### src/rtl/reset_sequencer.sv
// Staged reset release: waits for a stable PLL lock, then releases each reset
// domain in turn, bit 0 first, one STAGGER_CYCLES apart.
module reset_sequencer #(
    parameter int NUM_RST         = 4,
    parameter int HOLD_CYCLES     = 10000,
    parameter int STAGGER_CYCLES  = 16,
    parameter int CNT_WIDTH       = 21,
    parameter int LOCK_LOSS_REARM = 1
) (
    input  logic               clk,
    input  logic               RSTb,
    input  logic               locked,
    input  logic               sw_rst_req,
    output logic [NUM_RST-1:0] rst_n_out,
    output logic               all_released,
    output logic [1:0]         state
);

    localparam int IDX_W = (NUM_RST > 1) ? $clog2(NUM_RST) : 1;

    typedef enum logic [1:0] {
        WAIT_LOCK = 2'b00,
        HOLD      = 2'b01,
        RELEASE   = 2'b10,
        RUN       = 2'b11
    } st_t;

    st_t                state_q, state_nxt;
    logic [CNT_WIDTH-1:0] cnt_q, cnt_nxt;
    logic [IDX_W-1:0]   idx_q, idx_nxt;
    logic [NUM_RST-1:0] rst_nxt;
    logic               rel_nxt;
    logic               sync0, locked_s;
    logic               hold_done, stag_done, lock_drop;

    assign hold_done = (cnt_q == CNT_WIDTH'(HOLD_CYCLES - 1));
    assign stag_done = (cnt_q == CNT_WIDTH'(STAGGER_CYCLES - 1));
    // Lock loss only matters after release when re-arming is enabled.
    assign lock_drop = !locked_s && (LOCK_LOSS_REARM != 0);

    always_ff @(posedge clk) begin
        if (!RSTb) begin
            sync0        <= 1'b0;
            locked_s     <= 1'b0;
            state_q      <= WAIT_LOCK;
            cnt_q        <= '0;
            idx_q        <= '0;
            rst_n_out    <= '0;
            all_released <= 1'b0;
        end else begin
            sync0        <= locked;
            locked_s     <= sync0;
            state_q      <= state_nxt;
            cnt_q        <= cnt_nxt;
            idx_q        <= idx_nxt;
            rst_n_out    <= rst_nxt;
            all_released <= rel_nxt;
        end
    end

    always_comb begin
        state_nxt = state_q;
        cnt_nxt   = cnt_q;
        idx_nxt   = idx_q;
        case (state_q)
            WAIT_LOCK: begin
                cnt_nxt = '0;
                idx_nxt = '0;
                if (locked_s) state_nxt = HOLD;
            end
            HOLD: begin
                if (!locked_s) begin
                    state_nxt = WAIT_LOCK;
                    cnt_nxt   = '0;
                end else if (hold_done) begin
                    state_nxt = (NUM_RST == 1) ? RUN : RELEASE;
                    cnt_nxt   = '0;
                    idx_nxt   = (NUM_RST == 1) ? '0 : IDX_W'(1);
                end else begin
                    cnt_nxt = cnt_q + 1'b1;
                end
            end
            RELEASE, RUN: begin
                if (lock_drop) begin
                    state_nxt = WAIT_LOCK;
                    cnt_nxt   = '0;
                    idx_nxt   = '0;
                end else if (sw_rst_req) begin
                    state_nxt = HOLD;
                    cnt_nxt   = '0;
                    idx_nxt   = '0;
                end else if (state_q == RELEASE) begin
                    if (stag_done) begin
                        cnt_nxt = '0;
                        if (idx_q == IDX_W'(NUM_RST - 1)) begin
                            state_nxt = RUN;
                            idx_nxt   = '0;
                        end else begin
                            idx_nxt = idx_q + 1'b1;
                        end
                    end else begin
                        cnt_nxt = cnt_q + 1'b1;
                    end
                end
            end
            default: begin
                state_nxt = WAIT_LOCK;
                cnt_nxt   = '0;
                idx_nxt   = '0;
            end
        endcase
    end

    // Next output values; idx_q is 0 in HOLD so the first release is bit 0.
    always_comb begin
        rst_nxt = rst_n_out;
        if (state_nxt == WAIT_LOCK || state_nxt == HOLD)
            rst_nxt = '0;
        else if ((state_q == HOLD) || (state_q == RELEASE && stag_done))
            rst_nxt = rst_n_out | (NUM_RST'(1) << idx_q);
        rel_nxt = (state_nxt == RUN);
    end

    assign state = state_q;

endmodule

### config.mk
export PLATFORM = sky130hd
export DESIGN_NAME = reset_sequencer
export DESIGN_NICKNAME = d
export VERILOG_FILES = /design/src/rtl/reset_sequencer.sv
export SDC_FILE = /design/constraint.sdc
export NUM_CORES = 1
export LEC_CHECK = 0
export ABC_AREA = 0
export CORE_UTILIZATION = 35
export CTS_CLUSTER_DIAMETER = 120
export DETAILED_ROUTE_END_ITERATION = 10
export DONT_BUFFER_PORTS = 1
export SETUP_SLACK_MARGIN = 0.3
export SLEW_MARGIN = 20
export SYNTH_ARGS = -nofsm -noshare
export SYNTH_HDL_FRONTEND = slang
export SYNTH_SLANG_ARGS = --single-unit
### constraint.sdc
create_clock -name clk -period 3.2 [get_ports clk]
set_input_delay 0.64 -clock clk [delete_from_list [all_inputs] [get_ports clk]]
set_output_delay 0.64 -clock clk [all_outputs]
set_load 0.02 [all_outputs]
Word level (Yosys, flattened, before mapping). Index checks and enable logic that the tools add are counted.

Logic and storage cells: 56. Register bits after elaboration: 32. Output and inout bits: 7.

Equal/unequal tests: 12. Shifts and indexed selects: 1. Muxes and demuxes: 24. Bitwise operators: 2. Reductions and logical operators: 8. Add/sub/neg operators: 2.

Operators by type and width (count): 21-bit 2-to-1 mux (6); 21-bit case mux with 3 select lines (1); 2-bit 2-to-1 mux (15); 21-bit by 1-bit adder with 21-bit output (second input constant) (1); 21-bit by 14-bit equality test with 1-bit output (second input constant) (1); 21-bit by 4-bit equality test with 1-bit output (second input constant) (1); 2-bit case mux with 3 select lines (2); 2-bit equality test (second input constant) (4); 4-bit inequality test (second input constant) (2); 2-bit by 1-bit equality test with 1-bit output (second input constant) (2); 2-bit zero test (2); 2-bit inequality test (second input constant) (2); 4-bit OR (1); 4-bit AND reduction (1); 2-bit OR reduction (2); 1-bit by 2-bit << shifter with 4-bit output (first input constant) (1); 2-bit by 1-bit adder with 2-bit output (second input constant) (1); 1-bit logical OR (2); 1-bit logical AND (1); 1-bit NOT (1).

Depth between registers and ports, before layout.
Depth in word-level cells: 10. Mapped depth: 8. Depth with buffers taken out: 6.

Least setup slack after synthesis. OpenSTA, ideal clock, no wires.

Kind: register to register. Start point: register cnt_q[0]. End point: register idx_q[0]. Cell stages (with the launch flop): 8. Slack: 1.298 ns. Arrival: 1.786 ns. Path buffers: 1. Data required time: 3.084 ns. Cell sequence: dfxtp_1 -> ha_1 -> nor4b_1 -> and4_1 -> buf_4 -> a21boi_2 -> or4_1 -> o211a_1.

Longest elaborated chain between the ends: 3. Elaborated cells between the ends (all ways): 5. Those cells by class: 4 x eq/ne; 1 x reduce/logical.

RTL lines: start: declaration (RTL line 29) `logic [CNT_WIDTH-1:0] cnt_q, cnt_nxt;`; start signal: assignment (RTL line 54) `cnt_q <= cnt_nxt;`; 21-bit by 4-bit equality test with 1-bit output / 21-bit by 14-bit equality test with 1-bit output (equally long branches) (RTL line 37, 36); 4-bit inequality test (no source line) / 2-bit inequality test (equally long branches); 4-bit AND reduction (no source line) *; end signal: assignment (RTL line 55) `idx_q <= idx_nxt;`; end: declaration (RTL line 30) `logic [IDX_W-1:0] idx_q, idx_nxt;`.

Every way passes the cells marked *; elsewhere a longest branch is shown, timed or not. A chain may end at the register's enable or synchronous reset.

Worst setup path in the final report. Same ends and word-level chain as after synthesis.

==> flow_summary.ini <==
[pwr]
netSwitchingFraction = 0.209
power.net_switching_mw = 0.152
power.static_leakage_nw = 0.581
power.density_cell_area_nw_per_um2 = 428
irDropWorstVdd_uv = 281
total_power_mw = 0.727
p_clk_frac = 0.437
seq_power_share = 0.554
power_report.internal_total_mw = 0.575
comb_pwr_share = 0.009

[sta]
grt_setup_unrepaired = no
transition_time_at_the_pin_with_the_least_slew_margin_ns = 0.526
post-route-min-period_ns = 2.12
sum_neg_setup_slack_ns = 0
finalHoldViolCount = 0
fin_worst_hold_slack_ns = 0.439
timing_max_transition_violations_final = 0
clock.fmax_mhz = 471
final.period_utilization = 0.663
slew_headroom = 0.647
fin_worst_skew_ns = 0.00621
setup_viol_count_final = 0

[floorplanning]
die_x_um = 68.5
core_region_area_um2 = 4120
die-height_um = 68.5
floorplan.die_area_um2 = 4690
io_pins = 11
start_util = 0.376
placementRows = 23

[layout]
final_nets = 189
area_growth_syn_to_layout_pct = 9.62
layout_fillers = 428
final_common_cell = sky130_fd_sc_hd__dfxtp_1
n_antenna_cell = 0
final_cell_mix = 32 x sky130_fd_sc_hd__dfxtp_1, 25 x sky130_fd_sc_hd__nor2_1, 13 x sky130_fd_sc_hd__nand2_1
final_design_area_no_fill_um2 = 1700
fraction_of_final_layout_cells_with_drive_strength_greater_than_1 = 0.0884

[place]
postPlaceCellArea_um2 = 1600
gpl.final_weighted_congestion = 0.813
place.port_buffers = 0
dp_hpwl_um = 2230

[grt]
antenna_found_initial = 0
groute.usage.overall = 0.155
global_route.overflow_total = 0
grt_start_max_net_pins = 14
grt_first_pass_wirelength_um = 5180
grt_pass1_vias = 1086

[cts]
cts_made_buffers = 5
cts_tree = done
cts.repair.resized = 0
cts_max_level = 2
cts.repair_timing.setup_buffer_count = 0
cts_num_sinks = 32
hold_buffers = 0
path_clk_slew_ns = 0.07
cts_root_buffer = sky130_fd_sc_hd__clkbuf_8
source_to_sink_clock_delay_at_the_later_pin_of_the_worst_skew_pair_ns = 0.28
cts.path.max_buffers = 2

[logic_synthesis]
fraction_of_the_yosys_area_taken_by_sequential_cells = 0.414
synthesis.instances = 175
synth_area_per_cell_um2 = 8.84
largest_family_of_logic_cells_by_synthesized_area = simple AND/OR/NAND/NOR gates
synth_nets = 184
yosys-mux-area-fraction = 0.00647
synthAdderAreaFrac = 0.0404
syn-cell-area_um2 = 1550
yosysUniqueCellTypes = 41
post_synth_and_or_nand_nor_area_fraction = 0.310
postSynthRegisterBits = 32
synthXorXnorAreaFrac = 0.0962
synthesis.yosys.warnings = 0
synth-compound-area-share = 0.104

[setup_path]
kind_of_end_point_of_the_critical_path = flip-flop
start_kind = flip-flop
cp_slowest_cell = sky130_fd_sc_hd__or4_1
critPathArrivalTime_ns = 2.30
path_cells = ha_1 -> nor4b_1 -> and4_1 -> a21boi_2 -> or4_1 -> o211a_1
critical_path_buf_inv_count = 0
reg2reg_slack_ns = 1.08
cp_slowest_stage_delay_ns = 0.49
critPathMaxFanout = 7
crit_family = simple AND/OR/NAND/NOR gates
path_class = flip-flop to flip-flop
cp.required_ns = 3.38

[detailed_routing]
drt_iter0_drc = 28
remaining_drc_errors = 0
num_vias = 1220
post_drt_wl_per_cell_um = 13.2
postRouteWirelength_um = 3040
drt_pass1_iterations = 5
routed_via_density = 5.28
post_detailed_route_count_of_antenna_violating_nets = 0

[run]
max-cap-violations = 0

[run_status]
run_status = completed

[hold_path]
hp-class = flip-flop to flip-flop
==> layout make-up <==
class / instances / area (um^2) / area share
clock buffers: 6 / 82.6 / 0.0487
clock inverters: 2 / 10.0 / 0.00590
inverters: 6 / 22.5 / 0.0133
multi-input cells: 133 / 863 / 0.509
flip-flops and latches: 32 / 641 / 0.378
well taps: 50 / 62.6 / 0.0369
repair buffers: 2 / 15.0 / 0.00885
==> state kept, by name, summed over array words and instances (netlist names) <==
| signal | flops |
|---|---|
| cnt_q | 21 |
| rst_n_out | 4 |
| idx_q | 2 |
| state | 2 |
| all_released | 1 |
| locked_s | 1 |
| sync0 | 1 |
==> final timing paths <==
path,startpoint,endpoint,cells past startpoint
setup / recovery,cnt_q[0]$_SDFFE_PN0N_,idx_q[0]$_SDFFE_PN0P_,6
hold / removal,sync0$_SDFF_PN0_,locked_s$_SDFF_PN0_,1
setup reg to reg,cnt_q[0]$_SDFFE_PN0N_,idx_q[0]$_SDFFE_PN0P_,6
hold reg to reg,sync0$_SDFF_PN0_,locked_s$_SDFF_PN0_,1
==> cell usage after synthesis <==
library cell                n  area share
sky130_fd_sc_hd__nor4_1     6       0.024
sky130_fd_sc_hd__a211oi_1   1      0.0049
sky130_fd_sc_hd__nand2b_1   2      0.0081
sky130_fd_sc_hd__and2_1     5       0.020
sky130_fd_sc_hd__nand4b_2   1      0.0097
sky130_fd_sc_hd__nor2b_1    2      0.0081
sky130_fd_sc_hd__buf_2      2      0.0065
sky130_fd_sc_hd__nand4_1    7       0.028
sky130_fd_sc_hd__o31ai_2    1      0.0081
sky130_fd_sc_hd__and4_1     3       0.017
sky130_fd_sc_hd__buf_4      1      0.0049
sky130_fd_sc_hd__o22ai_1    2      0.0081
sky130_fd_sc_hd__or4_1      1      0.0049
sky130_fd_sc_hd__a21o_1     1      0.0049
sky130_fd_sc_hd__o21a_1     1      0.0049
sky130_fd_sc_hd__nor3_1     4       0.013
sky130_fd_sc_hd__and3_1     3       0.012
sky130_fd_sc_hd__ha_1       5       0.040
sky130_fd_sc_hd__and4b_1    1      0.0065
sky130_fd_sc_hd__clkbuf_1   1      0.0024
sky130_fd_sc_hd__a21boi_2   1      0.0073
sky130_fd_sc_hd__dfxtp_1   32        0.41
sky130_fd_sc_hd__nor4_4     1       0.014
sky130_fd_sc_hd__nand4b_1   1      0.0057
sky130_fd_sc_hd__xor2_1     8       0.045
sky130_fd_sc_hd__inv_1      6       0.015
sky130_fd_sc_hd__mux2i_1    1      0.0065
sky130_fd_sc_hd__o21ai_0    1      0.0032
sky130_fd_sc_hd__nor4bb_1   1      0.0065
sky130_fd_sc_hd__xnor2_1    9       0.051
sky130_fd_sc_hd__o211a_1    1      0.0065
sky130_fd_sc_hd__nor4b_1    2       0.011
sky130_fd_sc_hd__o31ai_1    1      0.0049
sky130_fd_sc_hd__a21oi_1    9       0.029
sky130_fd_sc_hd__nand3_1    9       0.029
sky130_fd_sc_hd__nand2_1   13       0.032
sky130_fd_sc_hd__o21ba_2    1      0.0065
sky130_fd_sc_hd__a31oi_1    1      0.0040
sky130_fd_sc_hd__nor2_1    25       0.061
sky130_fd_sc_hd__a41o_1     1      0.0065
sky130_fd_sc_hd__a21oi_2    1      0.0057
==> cells by family after synthesis <==
logic type                 count (synthesis)
buffers and inverters                     10
DFF                                       32
and+or+nand+nor                           87
xor gates and xnor gates                  17
adders and majority gates                  5
muxes                                      1
AOI/OAI and AO/OA                         23
==> metal layers <==
| layer | vias up | track usage | share of wire |
|---|---|---|---|
| met5 | - | 0 | 0 |
| met4 | 0 | 0.0703 | 0.012 |
| met3 | 4 | 0.0543 | 0.021 |
| met2 | 10 | 0.240 | 0.46 |
| met1 | 576 | 0.191 | 0.51 |
| li1 | 630 | - | - |
==> power by group through the flow <==
stage / Combinational, mW / Sequential, mW / Clock, mW
6_report: 0.00631 / 0.402 / 0.318
5_1_grt: 0.00711 / 0.402 / 0.352
4_1_cts: 0.00635 / 0.402 / 0.326
3_5_place_dp: 0.00634 / 0.411 / 0
3_3_place_gp: 0.00624 / 0.411 / 0
2_1_floorplan: 0.00549 / 0.411 / 0
==> worst reg2reg max path, delay by kind of cell (launching register included) <==
family | cells | cell delay (ns)
adder cells (fa/ha/maj) | 1 | 0.26
AO/OA/AOI/OAI | 2 | 0.27
flip-flops | 1 | 0.41
AND/OR/NAND/NOR | 3 | 1.09
==> through the flow <==
step | util | instances | worst slack, ns
detailed placement | 0.390 | 223 | 1.09
CTS | 0.412 | 231 | 1.08
global route | 0.412 | 231 | 0.898
floorplan | - | 175 | 1.30
global placement | 0.390 | 223 | 1.14
finish | 0.412 | 231 | 1.08
(Power assumes the default switching activity.)
